### src/rtl/fetch_pkg.sv
// Shared types and constants for the fetch-to-decode instruction queue.
package fetch_pkg;

  // Default datapath width for PC, NPC and instruction fields.
  localparam int XLEN_DEFAULT = 32;

  // Canonical RISC-V NOP (addi x0, x0, 0) presented when the queue is empty.
  localparam logic [XLEN_DEFAULT-1:0] INSTR_NOP = 32'h0000_0013;

  // One fetched bundle as stored in the queue.
  typedef struct packed {
    logic [XLEN_DEFAULT-1:0] pc;
    logic [XLEN_DEFAULT-1:0] npc;
    logic [XLEN_DEFAULT-1:0] ir;
  } fetch_entry_t;

endpackage

### src/rtl/fetch_queue_if.sv
// Bundle of fetch-side, decode-side and control signals around the fetch queue.
// master = the surrounding pipeline (drives fetch/branch/hazard inputs),
// slave  = the queue itself.
interface fetch_queue_if #(
  parameter int XLEN  = 32,
  parameter int DEPTH = 4
);

  logic                     if_valid_in;
  logic [XLEN-1:0]          if_PC_in;
  logic [XLEN-1:0]          if_NPC_in;
  logic [XLEN-1:0]          if_IR_in;
  logic                     fq_ready;
  logic                     ex_take_branch_out;
  logic                     d_hazard_detected;
  logic                     id_valid_out;
  logic [XLEN-1:0]          id_PC_out;
  logic [XLEN-1:0]          id_NPC_out;
  logic [XLEN-1:0]          id_IR_out;
  logic [$clog2(DEPTH):0]   fq_count;

  modport master (
    output if_valid_in, if_PC_in, if_NPC_in, if_IR_in,
    output ex_take_branch_out, d_hazard_detected,
    input  fq_ready, id_valid_out, id_PC_out, id_NPC_out, id_IR_out, fq_count
  );

  modport slave (
    input  if_valid_in, if_PC_in, if_NPC_in, if_IR_in,
    input  ex_take_branch_out, d_hazard_detected,
    output fq_ready, id_valid_out, id_PC_out, id_NPC_out, id_IR_out, fq_count
  );

endinterface

### src/rtl/fetch_queue_ram.sv
// Entry storage for the fetch queue: clocked write port, asynchronous read
// port so the head entry is visible to decode in the same cycle. No reset:
// validity is tracked entirely by the pointers/count in the parent.
module fetch_queue_ram
  import fetch_pkg::*;
#(
  parameter int DEPTH = 4,
  localparam int PW   = $clog2(DEPTH)
) (
  input  logic         clk,
  input  logic         we,
  input  logic [PW-1:0] waddr,
  input  fetch_entry_t wdata,
  input  logic [PW-1:0] raddr,
  output fetch_entry_t rdata
);

  fetch_entry_t mem [DEPTH];

  // Write the pushed bundle at the tail slot.
  always_ff @(posedge clk) begin
    if (we) begin
      mem[waddr] <= wdata;
    end
  end

  assign rdata = mem[raddr];

endmodule

### src/rtl/fetch_queue.sv
// Decoupling queue between fetch and decode. Fetch pushes one bundle per
// cycle while there is room; decode pops the head unless it reports a hazard.
// A taken branch empties the queue in one cycle and drops the wrong-path push.
// XLEN must match fetch_pkg::XLEN_DEFAULT since entries are stored as
// fetch_entry_t.
module fetch_queue
  import fetch_pkg::*;
#(
  parameter int DEPTH = 4,
  parameter int XLEN  = XLEN_DEFAULT
) (
  input logic          clk,
  input logic          rst_n,
  fetch_queue_if.slave fq
);

  localparam int PW = $clog2(DEPTH);
  localparam int CW = PW + 1;
  localparam logic [CW-1:0] FULL_COUNT = CW'(DEPTH);

  logic [PW-1:0] head_reg, head_next;
  logic [PW-1:0] tail_reg, tail_next;
  logic [CW-1:0] count_reg, count_next;

  logic ready, valid, push, pop, flush;
  fetch_entry_t wr_entry, rd_entry;

  // Handshake qualifiers depend only on registered state plus inputs;
  // ready never looks at the decode hazard.
  assign flush = fq.ex_take_branch_out;
  assign ready = (count_reg < FULL_COUNT);
  assign valid = (count_reg != '0);
  assign push  = fq.if_valid_in & ready & ~flush;
  assign pop   = valid & ~fq.d_hazard_detected & ~flush;

  assign wr_entry = '{pc: fq.if_PC_in, npc: fq.if_NPC_in, ir: fq.if_IR_in};

  fetch_queue_ram #(.DEPTH(DEPTH)) u_ram (
    .clk   (clk),
    .we    (push),
    .waddr (tail_reg),
    .wdata (wr_entry),
    .raddr (head_reg),
    .rdata (rd_entry)
  );

  // Next pointer/count: flush overrides any push or pop in the same cycle.
  always_comb begin
    head_next  = head_reg;
    tail_next  = tail_reg;
    count_next = count_reg;
    if (flush) begin
      head_next  = '0;
      tail_next  = '0;
      count_next = '0;
    end else begin
      if (push) tail_next = tail_reg + PW'(1);
      if (pop)  head_next = head_reg + PW'(1);
      count_next = count_reg + CW'(push) - CW'(pop);
    end
  end

  // Pointer and occupancy registers; reset empties the queue immediately.
  always_ff @(posedge clk or negedge rst_n) begin
    if (!rst_n) begin
      head_reg  <= '0;
      tail_reg  <= '0;
      count_reg <= '0;
    end else begin
      head_reg  <= head_next;
      tail_reg  <= tail_next;
      count_reg <= count_next;
    end
  end

  assign fq.fq_ready     = ready;
  assign fq.fq_count     = count_reg;
  assign fq.id_valid_out = valid;
  assign fq.id_PC_out    = valid ? rd_entry.pc  : '0;
  assign fq.id_NPC_out   = valid ? rd_entry.npc : '0;
  assign fq.id_IR_out    = valid ? rd_entry.ir  : INSTR_NOP;

endmodule

### src/flat_wrapper.sv
// flat-port wrapper written by rule: the top's interface ports become plain ports
module fetch_queue_flat import fetch_pkg::*;
#(
  parameter int DEPTH = 4,
  parameter int XLEN  = XLEN_DEFAULT
)
  (clk, rst_n, fq_if_valid_in, fq_if_PC_in, fq_if_NPC_in, fq_if_IR_in, fq_ex_take_branch_out, fq_d_hazard_detected, fq_fq_ready, fq_id_valid_out, fq_id_PC_out, fq_id_NPC_out, fq_id_IR_out, fq_fq_count);
  fetch_queue_if #(.XLEN(XLEN), .DEPTH(DEPTH)) fq_i ();
  input logic clk;
  input logic rst_n;
  input wire logic [$bits(fq_i.if_valid_in)-1:0] fq_if_valid_in;
  input wire logic [$bits(fq_i.if_PC_in)-1:0] fq_if_PC_in;
  input wire logic [$bits(fq_i.if_NPC_in)-1:0] fq_if_NPC_in;
  input wire logic [$bits(fq_i.if_IR_in)-1:0] fq_if_IR_in;
  input wire logic [$bits(fq_i.ex_take_branch_out)-1:0] fq_ex_take_branch_out;
  input wire logic [$bits(fq_i.d_hazard_detected)-1:0] fq_d_hazard_detected;
  output wire logic [$bits(fq_i.fq_ready)-1:0] fq_fq_ready;
  output wire logic [$bits(fq_i.id_valid_out)-1:0] fq_id_valid_out;
  output wire logic [$bits(fq_i.id_PC_out)-1:0] fq_id_PC_out;
  output wire logic [$bits(fq_i.id_NPC_out)-1:0] fq_id_NPC_out;
  output wire logic [$bits(fq_i.id_IR_out)-1:0] fq_id_IR_out;
  output wire logic [$bits(fq_i.fq_count)-1:0] fq_fq_count;
  assign fq_i.if_valid_in = fq_if_valid_in;
  assign fq_i.if_PC_in = fq_if_PC_in;
  assign fq_i.if_NPC_in = fq_if_NPC_in;
  assign fq_i.if_IR_in = fq_if_IR_in;
  assign fq_i.ex_take_branch_out = fq_ex_take_branch_out;
  assign fq_i.d_hazard_detected = fq_d_hazard_detected;
  assign fq_fq_ready = fq_i.fq_ready;
  assign fq_id_valid_out = fq_i.id_valid_out;
  assign fq_id_PC_out = fq_i.id_PC_out;
  assign fq_id_NPC_out = fq_i.id_NPC_out;
  assign fq_id_IR_out = fq_i.id_IR_out;
  assign fq_fq_count = fq_i.fq_count;
  fetch_queue #(.DEPTH(DEPTH), .XLEN(XLEN)) u_core (.clk(clk), .rst_n(rst_n), .fq(fq_i));
endmodule
### config.mk
export PLATFORM = sky130hd
export DESIGN_NAME = fetch_queue_flat
export DESIGN_NICKNAME = d
export VERILOG_FILES = /design/src/rtl/fetch_pkg.sv /design/src/rtl/fetch_queue_if.sv /design/src/rtl/fetch_queue_ram.sv /design/src/rtl/fetch_queue.sv /design/src/flat_wrapper.sv
export SDC_FILE = /design/constraint.sdc
export NUM_CORES = 1
export LEC_CHECK = 0
export BUFFER_PORTS_ARGS = -buffer_cell sky130_fd_sc_hd__buf_4
export CAP_MARGIN = 20
export CORE_MARGIN = 1.5
export CORE_UTILIZATION = 40
export CTS_CLUSTER_SIZE = 12
export DETAILED_ROUTE_END_ITERATION = 12
export GPL_TIMING_DRIVEN = 0
export PLACE_DENSITY_LB_ADDON = 0.05
export SETUP_SLACK_MARGIN = 0.05
export SLEW_MARGIN = 20
export SYNTH_ARGS = -nofsm -noshare
export SYNTH_HDL_FRONTEND = slang
export SYNTH_SLANG_ARGS = --single-unit
### constraint.sdc
create_clock -name clk -period 4.45 [get_ports clk]
set_input_delay 0.89 -clock clk [delete_from_list [all_inputs] [get_ports clk]]
set_output_delay 0.89 -clock clk [all_outputs]
set_load 0.02 [all_outputs]
Yosys cells after proc, flatten, opt, wreduce, memory -nomap -nowiden
Memory sizes are Yosys's and may differ from the RTL's.
Index checks and enable logic that the tools add are counted.
Widths: inputs -> output; s select.
{ "totals": {"regBits": 7, "ram_bits": 384, "input_bits": 101, "out_inout_bits": 101, "elab_cells": 28, "n_memories": 1} }
{ "memory_table": {"columns": ["memory", "words", "word_bits", "read_ports", "rd_ports_with_merged_regs", "wr", "line_no", "rtl"], "rows": [
  ["u_core.u_ram.mem", 4, 96, 1, 0, 1, "fetch_queue_ram.sv:18", "fetch_entry_t mem [DEPTH];"]
]} }
{ "classes": {"n_addsub": 4, "n_lt_le_gt_ge": 1, "muxes": 10, "bitwise_logic": 6, "reduce_logical": 3} }
{ "ops": {"columns": ["cell", "count"], "rows": [
  ["$mux 32", 3],
  ["$mux 2", 4],
  ["$add 2x1->2 const B", 2],
  ["$and 1x1->1", 4],
  ["$reduce_bool 2->1", 2],
  ["$add 3x1->3", 1],
  ["$lt 3x3->1 const B", 1],
  ["$mux 3", 1],
  ["$reduce_bool 3->1", 1],
  ["$sub 3x1->3", 1],
  ["$mux 1", 2],
  ["$not 1->1", 2]
]} }

Longest topological paths before layout
Gate-level depths: netlist of the first run.
{ "logic_depth": {"ltp_word": 6, "mapped_depth": 9} }

Modules after synthesis
A second synthesis of the first run with hierarchy kept.
{ "unflattened": {"hier_cells": 649, "hier_area_um2": 14986.9} }
{ "modules_own_cells": {"columns": ["mod", "n_inst", "cells_per_inst", "area_each_um2", "seq_area_each_um2"], "rows": [
  ["fetch_queue_ram", 1, 506, 13889.6, 11531.1],
  ["fetch_queue", 1, 143, 1097.3, 175.2]
]} }

Worst setup path before layout of the first run
Ideal clock, no wire load.
{ "synth_path": {"kind": "input port to flip-flop", "from": "input fq_if_valid_in", "to": "memory u_core.u_ram.mem[0][0] in the netlist's numbering, enable pin", "setup_ns": 0.466, "arrival_time_ns": 3.640, "t_required_ns": 3.984, "setup_slack_ns": 0.344, "cell_stages": 3, "path_buffers": 0, "path_cell_list": "nor2b_1 > nor2b_1 > and2_1"} }
{ "synth_between": {"elab_chain_len": 4} }
{ "synth_rtl": {"columns": ["element", "line_no", "rtl"], "rows": [
  ["start: declaration", "flat_wrapper.sv:11", "input wire logic [$bits(fq_i.if_valid_in)-1:0] fq_if_valid_in;"],
  ["$and 1x1->1 (2 in a row)", "fetch_queue.sv:33", "assign push = fq.if_valid_in & ready & ~flush;"],
  ["$mux 1", "fetch_queue_ram.sv:22", "if (we) begin"],
  ["$mux 1 (implied by the code)", "fetch_queue_ram.sv:23", "mem[waddr] <= wdata;"],
  ["end: declaration", "fetch_queue_ram.sv:18", null]
]} }
No other way between the ends.

Worst setup path in the final report of the first run
{ "layout_path": {"from": "register u_core.count_reg[2], in the netlist u_core.fq.fq_count[2]", "to": "output fq_id_IR_out[30]"} }
{ "layout_between": {"elab_chain_len": 2} }
{ "layout_rtl": {"columns": ["element", "line_no", "rtl"], "rows": [
  ["start: declaration", "fetch_queue.sv:23", "logic [CW-1:0] count_reg, count_next;"],
  ["start signal: assignment", "fetch_queue.sv:72", "count_reg <= count_next;"],
  ["$reduce_bool 3->1", "fetch_queue.sv:32", "assign valid = (count_reg != '0);"],
  ["$mux 32", "fetch_queue.sv:81", "assign fq.id_IR_out = valid ? rd_entry.ir : INSTR_NOP;"],
  ["end: declaration", "flat_wrapper.sv:21", "output wire logic [$bits(fq_i.id_IR_out)-1:0] fq_id_IR_out;"]
]} }
No other way between the ends.

==> summary.txt, run 1 <==
Run status
  • Status: completed

STA
  • Setup Skew: ~0.011 ns
  • Final min period: between 3 and 4 ns
  • Worst-Margin Slew: roughly 0.76 ns
  • Setup TNS: 0 ns
  • Endpoints failing hold: 0
  • Final setup fails: 0
  • Final Slew Violations: 0
  • Final Cycle Share: between 80% and 90%
  • F_max: between 200 and 300 MHz
  • RSZ-0062 raised after global routing: no
  • Slew HR: 49.39%

Worst hold path
  • Worst min-delay path class: input pin to asynchronous set/reset pin

CTS
  • Resize count post-CTS: 0
  • Clk root buf: clkbuf_16
  • Clock latency on the worst-skew pair: between 0.5 and 0.6 ns
  • CTS tree: yes
  • Post CTS Setup Buffer Count: 0
  • CTS sink count: roughly 400
  • CTS Buf Count: 43
  • Max Buffers Root-to-Sink: 3
  • Clk slew on worst S/H paths: around 0.06 ns
  • H-tree depth: 2
  • Post-CTS Hold Fix Bufs: 0

Worst setup path
  • Worst setup EP type: output pin
  • Reg2Reg Depth: 5
  • Crit path cell chain: nor3_2 -> inv_1 -> clkbuf_1 -> clkbuf_1 -> and2_1 -> buf_4
  • Max stage delay cell, worst path: dfrtp_1
  • Required @ worst endpoint: roughly 3.6 ns
  • R2r setup slk: around 1.9 ns
  • CP peak stage delay: between 0.4 and 0.5 ns
  • CP Max Fanout: 10
  • Critical path arrival: approximately 2.8 ns
  • Worst r2r dst: u_core.u_ram.mem[3][39]
  • Crit Path Category: flip-flop to output pin
  • Crit path top cell by count: clkbuf_1
  • Startpoint type of the worst setup path: flip-flop
  • Worst r2r src: u_core.fq.fq_count[2]

Place
  • PortBufs: 200
  • Cell Area, Placed: between 15000 and 20000 um^2
  • Half-perimeter wire length after placement: 19630 um
  • RD Place Congestion: about 0.7

Global routing
  • Total Routing Usage GR: around 16%
  • Total grt overflow: 0
  • Vias in the first global route: around 8000
  • Largest net degree at the start of global routing: 36
  • First-pass GRT wire length: between 40000 and 50000 um
  • Initial antenna violation count: 1

Die
  • Cell Rows: 70
  • Core ar.: approximately 37000 um^2
  • Initial Util: between 40% and 50%
  • Die area: approximately 38000 um^2
  • Boundary pin count: ~200
  • Die span in y: 196.0 um
  • Die width: roughly 200 um

Layout
  • Fin util: between 50% and 60%
  • Final Instance Area: 18520 um^2
  • Layout area overhead: 24.29%
  • Reg with most FFs: u_core.u_ram.mem
  • Final net count: slightly above 1000
  • Number of flip-flops in the largest register: roughly 380
  • Layout cells sized above 1: 40.47%

Synthesis
  • Post-synth net total: between 700 and 800
  • Cell variety after synth: 23
  • Post-Syn Area: 14900 um^2
  • Post-synthesis sequential area ratio: between 70% and 80%
  • Syn Area/Cell: 22.79 um^2
  • Yosys reg bits: 391
  • Mapped Cells: ~650
  • Synth warnings: 0

Power
  • Power per cell area: ~570 nW/um^2
  • Leak: approximately 0.0063 uW
  • Pint: ~7600 uW
  • Sw Share: about 28%
  • Combinational power share: 28.0%
  • NetSw: between 2000 and 3000 uW
  • Sequential share of power: about two fifths
  • Clock Power Share: 31.1%
  • Peak supply drop: 0.0003378 V

Route
  • Antenna viol nets, final: 0
  • DRT Wirelength: around 30000 um
  • DRC Markers: 0
  • Via density: ~5.0
  • Wire per inst: about 22 um
  • Initial DRT Pass Iterations: 4
  • DRT iter0 DRCs: ~280
  • Via count: ~7100

Flow run
  • Max-cap violation count: 0
==> power groups by stage <==
stage               logic (uW)  registers [uW]  clock network [uW]
global placement          2980            4410                   0
finish                    2950            4310                3270
global route              3190            4320                3510
detailed placement        3040            4390                   0
floorplan                 1740            4400                   0
CTS                       3040            4310                3370
==> stage by stage <==
step           power, uW  worst slack [ns]  instances  hold WS, ns
2_1_floorplan       6139            0.3441        654       0.5382
4_1_cts            10730            0.6149       1402       0.1390
5_1_grt            11020            0.5234       1402       0.1452
3_3_place_gp        7392            -1.810       1322       0.5537
6_report           10530            0.7622       1404       0.1644
3_5_place_dp        7425             1.200       1330       0.5767
==> logic make-up after synthesis <==
group	Yosys count	share of synthesized area, %
AO/OA/AOI/OAI	4	0.1343
XOR/XNOR	3	0.1763
adder cells (fa/ha/maj)	7	0.6380
buffers and inverters	40	1.284
flip-flops	391	78.54
multiplexers	97	14.57
AND/OR/NAND/NOR	112	4.651
==> cells in the mapped netlist <==
cell type | count | area share (%)
or2_1 | 3 | 0.13
xnor2_1 | 2 | 0.12
nor2_1 | 4 | 0.10
nor2b_1 | 3 | 0.13
nand2b_1 | 1 | 0.042
o21ai_0 | 2 | 0.067
buf_6 | 3 | 0.23
ha_1 | 6 | 0.50
xor2_1 | 1 | 0.059
a21oi_1 | 2 | 0.067
mux2i_1 | 1 | 0.067
dfrtp_1 | 7 | 1.2
inv_1 | 7 | 0.18
mux4_2 | 96 | 15
fa_1 | 1 | 0.13
buf_2 | 12 | 0.40
or3_1 | 2 | 0.084
clkbuf_1 | 17 | 0.43
nor3_2 | 1 | 0.067
and2_1 | 97 | 4.1
buf_4 | 1 | 0.050
edfxtp_1 | 384 | 77
nor3_1 | 1 | 0.034
==> layout make-up <==
| type | count | area (um^2) |
|---|---|---|
| tap | 468 | 585.6 |
| clock buffer | 54 | 1180 |
| fill | 3047 | 18090 |
| timing repair buffer | 208 | 1714 |
| inverter | 7 | 26.28 |
| buffer | 33 | 165.2 |
| multi-input combinational | 223 | 3017 |
| sequential | 391 | 11710 |
| clock inverter | 18 | 125.1 |
| antenna | 2 | 5.005 |
==> cell usage in the layout (no fill, tap or decap), drive strengths merged <==
cell type and count:
or2 3, o21ai 2, nand2b 1, xor2 1, clkinv 16, nor3 2
inv 7, ha 6, mux2i 1, dfrtp 7, bufinv 2, nor2b 3
edfxtp 384, diode 2, mux4 96, buf 224, a21oi 2, or3 2
nor2 4, xnor2 2, clkbuf 71, fa 1, and2 97
==> how the worst max path moves through the flow <==
| stage | cells past startpoint | slack, ns | from | to |
|---|---|---|---|---|
| floorplan | 3 | 0.34 | fq_if_valid_in | u_core.u_ram.mem[0][0] |
| global placement | 4 | -1.81 | fq_if_valid_in | u_core.u_ram.mem[0][53] |
| detailed placement | 6 | 1.20 | u_core.fq.fq_count[2] | fq_id_IR_out[30] |
| CTS | 6 | 0.61 | u_core.fq.fq_count[2] | fq_id_IR_out[30] |
| global route | 6 | 0.52 | u_core.fq.fq_count[2] | fq_id_IR_out[30] |
| finish | 6 | 0.76 | u_core.fq.fq_count[2] | fq_id_IR_out[30] |
==> critical path: cells and delay by family, from the launching register on <==
family / cells / cell delay, ns
flip-flops: 1 / 0.45
AND/OR/NAND/NOR: 2 / 0.66
buffers and inverters: 4 / 1.15
==> routing by layer <==
| layer | GRT usage [%] | vias up | routed length (um) |
|---|---|---|---|
| met5 | 0 | - | 13 |
| met2 | 28.01 | 180 | 15580 |
| met1 | 21.08 | 3674 | 12590 |
| met4 | 4.217 | 2 | 506 |
| met3 | 4.023 | 45 | 1832 |
| li1 | - | 3164 | - |
Power figures use the tool's default switching activity.
==> run 2, diff against run 1 <==
--- a/config.mk
+++ b/config.mk
@@ -5,6 +5,7 @@
 export SDC_FILE = /design/constraint.sdc
 export NUM_CORES = 1
 export LEC_CHECK = 0
+export ABC_AREA = 1
 export BUFFER_PORTS_ARGS = -buffer_cell sky130_fd_sc_hd__buf_4
 export CAP_MARGIN = 20
 export CORE_MARGIN = 1.5
==> constraint.sdc (replaced) <==
create_clock -name clk -period 3.8 [get_ports clk]
set_input_delay 0.76 -clock clk [delete_from_list [all_inputs] [get_ports clk]]
set_output_delay 0.76 -clock clk [all_outputs]
set_load 0.02 [all_outputs]
==> run 2 against run 1 <==
Combinational power increased by 74%; via count up 50%; non-clock buffer count is 57 higher; sequential cell count unchanged; cell count increased by 64%; critical path depth increased by 2; synthesized area up 9.4%; critical path type unchanged; wire length rose by 34%; sequential share of layout area down 5.7 points; worst hold slack gained 0.22 ns; count of clock-buffer cells in the layout increased by 6; largest cell class unchanged.
==> summary.txt, run 2 <==
Run status
  • Status: completed (unchanged)

Flow run
  • Max-cap violation count: 0 (unchanged)

Route
  • Initial DRT Pass Iterations: 5 (was 4)
  • DRT iter0 DRCs: 670 (was 281)
  • DRT Wirelength: 40800 um (was 30520 um)
  • Via density: 4.623 (was 5.032)
  • DRC Markers: 0 (unchanged)
  • Wire per inst: 17.74 um (was 21.74 um)
  • Via count: 10632 (was 7065)
  • Antenna viol nets, final: 0 (unchanged)

Global routing
  • Vias in the first global route: 10259 (was 7962)
  • Initial antenna violation count: 0 (was 1)
  • First-pass GRT wire length: 61220 um (was 47070 um)
  • Largest net degree at the start of global routing: 22 (was 36)
  • Total Routing Usage GR: 19.75% (was 16.39%)
  • Total grt overflow: 0 (unchanged)

Place
  • Cell Area, Placed: 19050 um^2 (was 17210 um^2)
  • PortBufs: 201 (was 200)
  • DP Cell Count: 2221 (was 1330)
  • RD Place Congestion: 0.7205 (was 0.7049)
  • Half-perimeter wire length after placement: 26590 um (was 19630 um)

CTS
  • Max Buffers Root-to-Sink: 3 (unchanged)
  • CTS Buf Count: 44 (was 43)
  • CTS tree: yes (unchanged)
  • Clk root buf: clkbuf_16 (unchanged)
  • Clk slew on worst S/H paths: 0.06 ns (about the same)
  • CTS sink count: 391 (unchanged)
  • Resize count post-CTS: 0 (unchanged)
  • Clock latency on the worst-skew pair: 0.56 ns (was 0.53 ns)
  • H-tree depth: 2 (unchanged)

STA
  • Endpoints failing hold: 0 (unchanged)
  • RSZ-0062 raised after global routing: no (unchanged)
  • Final Cycle Share: 82.82%
  • Final setup fails: 0 (unchanged)
  • Slew HR: 61.35% (was 49.39%)
  • F_max: 317.7 MHz
  • Final Slew Violations: 0 (unchanged)
  • Setup TNS: 0 ns (unchanged)
  • Setup Skew: 0.009999 ns (was 0.01099 ns)
  • Hold Worst Slack: 0.3802 ns (was 0.1644 ns)
  • Worst-Margin Slew: 0.5797 ns (was 0.7591 ns)
  • Final min period: 3.147 ns

Synthesis
  • Share of the synthesized area in the top cell type: 70.72% (was 77.37%)
  • Top_reg_cell synth: edfxtp_1 (unchanged)
  • Post-synth ARST share: 1.790% (unchanged)
  • Synth warnings: 0 (unchanged)
  • Post-synthesis sequential area ratio: 71.79% (was 78.54%)
  • Most numerous cell in the Yosys netlist: nand2_1 (was edfxtp_1)
  • Yosys reg bits: 391 (unchanged)
  • Mapped Cells: 1472 (was 654)
  • Synth area leader: edfxtp_1 (unchanged)
  • Cell variety after synth: 21 (was 23)
  • Post-synth net total: 1580 (was 762)
  • Post-synth EDFFs: 384 (unchanged)
  • Most frequent cells after synthesis: nand2_1 (571), edfxtp_1 (384), inv_1 (209) (was edfxtp_1 (384), and2_1 (97), mux4_2 (96))
  • Largest cells by area after synthesis: edfxtp_1 (71%), nand2_1 (13%), inv_1 (4.8%), nand3_1 (3.1%), a21oi_1 (2.9%) (was edfxtp_1 (77%), mux4_2 (15%), and2_1 (4.1%), dfrtp_1 (1.2%), ha_1 (0.50%))
  • Post-Syn Area: 16310 um^2 (was 14900 um^2)
  • Syn Area/Cell: 11.08 um^2 (was 22.79 um^2)

Layout
  • Layout area overhead: 24.92% (was 24.29%)
  • Commonest non-fill, non-tap cell in the layout: nand2_1 (was edfxtp_1)
  • Non-Filler Instances: 2300 (was 1404)
  • Reg with most FFs: u_core.u_ram.mem (unchanged)
  • Diodes inserted: 0 (was 2)
  • Most frequent cells in the layout: nand2_1 (571), edfxtp_1 (384), buf_4 (221) (was edfxtp_1 (384), buf_4 (201), mux4_2 (96))
  • Final Instance Area: 20370 um^2 (was 18520 um^2)
  • Number of flip-flops in the largest register: 384 (unchanged)
  • Final net count: 1851 (was 1015)
  • Layout cells sized above 1: 19.66% (was 40.47%)

Die
  • Initial Util: 40.76% (was 40.71%)
  • Die width: 204.9 um (was 196.0 um)
  • Boundary pin count: 202 (unchanged)
  • Core ar.: 40010 um^2 (was 36610 um^2)
  • Die area: 41980 um^2 (was 38430 um^2)
  • Die span in y: 204.9 um (was 196.0 um)
  • Cell Rows: 73 (was 70)

Power
  • Combinational power share: 36.5% (was 28.0%)
  • Power per cell area: 690.1 nW/um^2 (was 568.3 nW/um^2)
  • Pint: 9065 uW (was 7554 uW)
  • NetSw: 4992 uW (was 2973 uW)
  • Leak: 0.008698 uW (was 0.006307 uW)
  • Clock Power Share: 27.7% (was 31.1%)
  • Peak supply drop: 0.0004651 V (was 0.0003378 V)
  • Sequential share of power: 35.8% (was 40.9%)
  • Sw Share: 35.51% (was 28.24%)

Worst hold path
  • Worst min-delay path class: input pin to flip-flop (was input pin to asynchronous set/reset pin)
  • WHS Path Cells: 2
  • Hold path start: fq_ex_take_branch_out
  • WHS Endpoint: u_core.fq.fq_count[0]

Worst setup path
  • Crit path top cell by count: nand2_1 (was clkbuf_1)
  • WP depth: 8 (was 6)
  • Crit-path leading delay family: buffers and inverters (unchanged)
  • Worst r2r dst: u_core.u_ram.mem[3][49] (was u_core.u_ram.mem[3][39])
  • CP Buf/Inv Count: 4 (unchanged)
  • CP peak stage delay: 0.42 ns (was 0.45 ns)
  • R2r setup slk: 1.45 ns (was 1.87 ns)
  • Crit path cell chain: inv_2 -> buf_6 -> buf_4 -> nand2_1 -> nand2_1 -> nand2_1 -> a21oi_1 -> buf_4 (was nor3_2 -> inv_1 -> clkbuf_1 -> clkbuf_1 -> and2_1 -> buf_4)
  • Startpoint type of the worst setup path: flip-flop (unchanged)
  • Crit Path Category: flip-flop to output pin (unchanged)
  • Max stage delay cell, worst path: dfrtp_1 (unchanged)
  • Reg2Reg Depth: 6 (was 5)
  • CP Max Fanout: 10 (unchanged)
  • Required @ worst endpoint: 3.04 ns (was 3.56 ns)
  • Worst setup EP type: output pin (unchanged)
  • Worst r2r src: u_core.fq.fq_count[2] (unchanged)
  • Critical path arrival: 2.39 ns (was 2.80 ns)
## run 2: changes by cell type in the layout (fill, tap and decap cells not counted), sizes merged, moves of 7 or more
cell and delta:
inv +205, nand2 +572, buf +66, nor2 +7, nand3 +101, and2 -97, mux4 -96, a21oi +92
## run 2: power by group through the flow
stage | sequential [uW] | clock [uW] | combinational (uW)
floorplan | 5140 | 0 | 2900
global placement | 5150 | 0 | 5090
detailed placement | 5120 | 0 | 5210
CTS | 5030 | 3980 | 5240
global route | 5050 | 4130 | 5610
finish | 5030 | 3900 | 5130
## run 2: worst max path at each step
stage / from / end / slack (ns)
CTS: u_core.head_reg[1] / fq_id_PC_out[21] / 0.63
finish: u_core.head_reg[0] / fq_id_PC_out[27] / 0.65
floorplan: fq_ex_take_branch_out / u_core.u_ram.mem[0][0] / -0.27
detailed placement: fq_ex_take_branch_out / u_core.u_ram.mem[3][46] / 0.85
global route: u_core.head_reg[0] / fq_id_PC_out[27] / 0.58
global placement: fq_ex_take_branch_out / u_core.u_ram.mem[1][59] / -2.88
## run 2: kinds of logic after synthesis
kind of cell	synth area share (%)
buffers and inverters	7.704
DFF	71.79
and+or+nand+nor	16.70
adders and majority gates	0.5832
AOI/OAI and AO/OA	3.223
## run 2: layout make-up
cell class	instances	area, um^2
Timing Repair Buffer	225	2072
Buffer	73	460.4
Tap cell	525	656.9
Multi-Input combinational cell	796	3373
Inverter	212	795.8
Clock buffer	60	1182
Fill cell	3594	19640
Sequential cell	391	11710
Clock inverter	18	122.6
## run 2: timing repair
action | CTS | global route
hold buffers | 1 | 0
hold endpoints to repair | 7 | 0
buffers inserted | 0 | 0
## run 2: stage by stage
stage               worst slack, ns  util [%]  power, uW
finish                       0.6527     50.92      14060
global placement             -2.878     46.20      10250
global route                 0.5756     50.92      14790
CTS                          0.6316     50.92      14250
floorplan                   -0.2719         -       8046
detailed placement           0.8506     47.63      10330
## run 2: routing by layer
metal | vias to the layer above | global-route usage, % | routed length [um] | share of wire, %
met5 | - | 0 | 0 | 0
met4 | 0 | 5.605 | 760 | 1.9
met3 | 50 | 3.579 | 2230 | 5.5
met2 | 263 | 31.21 | 19050 | 47
met1 | 4985 | 27.95 | 18760 | 46
li1 | 5334 | - | - | -
==> run 3, diff against run 2 <==
--- a/config.mk
+++ b/config.mk
@@ -5,7 +5,7 @@
 export SDC_FILE = /design/constraint.sdc
 export NUM_CORES = 1
 export LEC_CHECK = 0
-export ABC_AREA = 1
+export ABC_AREA = 0
 export BUFFER_PORTS_ARGS = -buffer_cell sky130_fd_sc_hd__buf_4
 export CAP_MARGIN = 20
 export CORE_MARGIN = 1.5
==> constraint.sdc (replaced) <==
create_clock -name clk -period 3.2 [get_ports clk]
set_input_delay 0.64 -clock clk [delete_from_list [all_inputs] [get_ports clk]]
set_output_delay 0.64 -clock clk [all_outputs]
set_load 0.02 [all_outputs]
==> run 3 against run 2 <==
Power rose by 4.4%; global-route usage fell by 3.4 points; final area fell by 8.8%; non-clock buffer count fell by 55; largest power group is now sequential cells; critical path type unchanged.
==> summary.txt, run 3 (synthesis gave the netlist of run 1 again) <==
STA
  • Slew HR: 69.18% (was 61.35%)
  • Final Slew Violations: 0 (unchanged)
  • Final min period: ~3.0 ns
  • Setup WS post-layout: 0.2190 ns (was 0.6527 ns)
  • Hold Worst Slack: 0.3161 ns (was 0.3802 ns)
  • Setup Skew: 0.01098 ns (was 0.009999 ns)
  • Final Cycle Share: between 90% and 100%
  • F_max: between 300 and 400 MHz
  • Worst-Margin Slew: 0.4623 ns (was 0.5797 ns)
  • Endpoints failing hold: 0 (unchanged)
  • Final setup fails: 0 (unchanged)
  • RSZ-0062 raised after global routing: no (unchanged)

Run status
  • Status: completed (unchanged)

CTS
  • H-tree depth: 2 (unchanged)
  • CTS sink count: 391 (unchanged)
  • Max Buffers Root-to-Sink: 3 (unchanged)
  • CTS Buf Count: 43 (was 44)
  • Clk slew on worst S/H paths: 0.06 ns (about the same)
  • Clock latency on the worst-skew pair: 0.52 ns (was 0.56 ns)
  • CTS tree: yes (unchanged)
  • Clk root buf: clkbuf_16 (unchanged)

Layout
  • Commonest non-fill, non-tap cell in the layout: edfxtp_1 (was nand2_1)
  • Diodes inserted: 0 (unchanged)
  • Most frequent cells in the layout: edfxtp_1 (384), buf_4 (203), mux4_2 (96) (was nand2_1 (571), edfxtp_1 (384), buf_4 (221))
  • Reg with most FFs: u_core.u_ram.mem (unchanged)
  • Final net count: 1017 (was 1851)
  • Layout cells sized above 1: 41.66% (was 19.66%)
  • Number of flip-flops in the largest register: 384 (unchanged)
  • Layout area overhead: 24.61% (was 24.92%)
  • Fin util: 50.73% (was 50.92%)

Route
  • DRT Wirelength: 30840 um (was 40800 um)
  • Wire per inst: 21.89 um (was 17.74 um)
  • Via count: 7078 (was 10632)
  • Via density: 5.023 (was 4.623)
  • Initial DRT Pass Iterations: 4 (was 5)
  • DRT iter0 DRCs: 361 (was 670)
  • Antenna viol nets, final: 0 (unchanged)
  • DRC Markers: 0 (unchanged)

Global routing
  • First-pass GRT wire length: 46780 um (was 61220 um)
  • Initial antenna violation count: 0 (unchanged)
  • Largest net degree at the start of global routing: 39 (was 22)
  • Total Routing Usage GR: 16.35% (was 19.75%)
  • Vias in the first global route: 7895 (was 10259)
  • Total grt overflow: 0 (unchanged)

Place
  • PortBufs: 200 (was 201)
  • Half-perimeter wire length after placement: 19430 um (was 26590 um)
  • RD Place Congestion: 0.6978 (was 0.7205)
  • Place WS: 0.04496 ns (was 0.8506 ns)

Power
  • Peak supply drop: 0.0005689 V (was 0.0004651 V)
  • Leak: 0.006355 uW (was 0.008698 uW)
  • Power per cell area: 790.0 nW/um^2 (was 690.1 nW/um^2)

Worst setup path
  • Required @ worst endpoint: 2.56 ns (was 3.04 ns)
  • Critical path arrival: 2.34 ns (was 2.39 ns)
  • Startpoint type of the worst setup path: flip-flop (unchanged)
  • CP Max Fanout: 10 (unchanged)
  • Worst setup EP type: output pin (unchanged)
  • Crit Path Category: flip-flop to output pin (unchanged)
  • R2r setup slk: 0.69 ns (was 1.45 ns)

Die
  • Core ar.: 36610 um^2 (was 40010 um^2)
  • Initial Util: 40.71% (was 40.76%)
  • Cell Rows: 70 (was 73)
  • Die span in y: 196.0 um (was 204.9 um)
  • Die width: 196.0 um (was 204.9 um)
  • Boundary pin count: 202 (unchanged)
  • Die area: 38430 um^2 (was 41980 um^2)

Worst hold path
  • Worst min-delay path class: input pin to flip-flop (unchanged)

Flow run
  • Max-cap violation count: 0 (unchanged)
[run 3: final timing paths]
check | startpoint | depth (start not counted) | endpoint
setup reg to reg | u_core.fq.fq_count[2] | 5 | u_core.u_ram.mem[0][59]
setup / recovery | u_core.fq.fq_count[2] | 6 | fq_id_IR_out[28]
min in group asynchronous | rst_n | 2 | u_core.fq.fq_count[2]
hold reg to reg | u_core.tail_reg[0] | 2 | u_core.tail_reg[0]
max in group asynchronous | rst_n | 2 | u_core.head_reg[0]
hold / removal | fq_if_IR_in[30] | 1 | u_core.u_ram.mem[3][30]
[run 3: cell type report]
type	count	area, um^2
buffer	33	190.2
clock buffer	55	1184
clock inverter	22	118.9
fill	2974	18040
inverter	7	26.28
multi-input combinational	223	3023
sequential	391	11710
tap	468	585.6
timing repair buffer	210	1739
[run 3: critical path, cell delays in order (launching register included)]
cell and delay [ns]:
dfrtp_1 0.45, nor3_4 0.30, inv_1 0.19, clkbuf_4 0.28, buf_2 0.24, and2_1 0.19, buf_4 0.16
[run 3: timing repair]
action / CTS / global route
gates resized for setup: 7 / 19
setup buffers: 1 / 0
hold buffers: 1 / 0
pin swaps: 1 / 0
hold endpoints to repair: 7 / 0
setup endpoints to repair: 73 / 60
[run 3: routing by layer]
layer | track usage (%) | share of wire (%) | vias to the layer above
met3 | 4.109 | 6.5 | 46
met5 | 0 | 0 | -
met1 | 20.83 | 41 | 3664
li1 | - | - | 3180
met4 | 4.245 | 2.0 | 0
met2 | 28.06 | 51 | 188
[run 3: per-stage QoR]
stage / total power (uW) / area (um^2) / setup TNS (ns) / std cells
global placement: 10250 / 17000 / -313.78 / 1322
floorplan: 8524 / 14910 / 0 / 654
CTS: 14910 / 18560 / 0 / 1409
global route: 15350 / 18570 / 0 / 1409
detailed placement: 10320 / 17220 / 0 / 1330
finish: 14670 / 18570 / 0 / 1409
[run 3: where the power goes]
group | internal, uW | switching (uW) | total (uW)
Sequential | 5920 | 77.5 | 6000
Combinational | 1890 | 2280 | 4160
Clock | 2670 | 1840 | 4510
Total | 10500 | 4200 | 14700
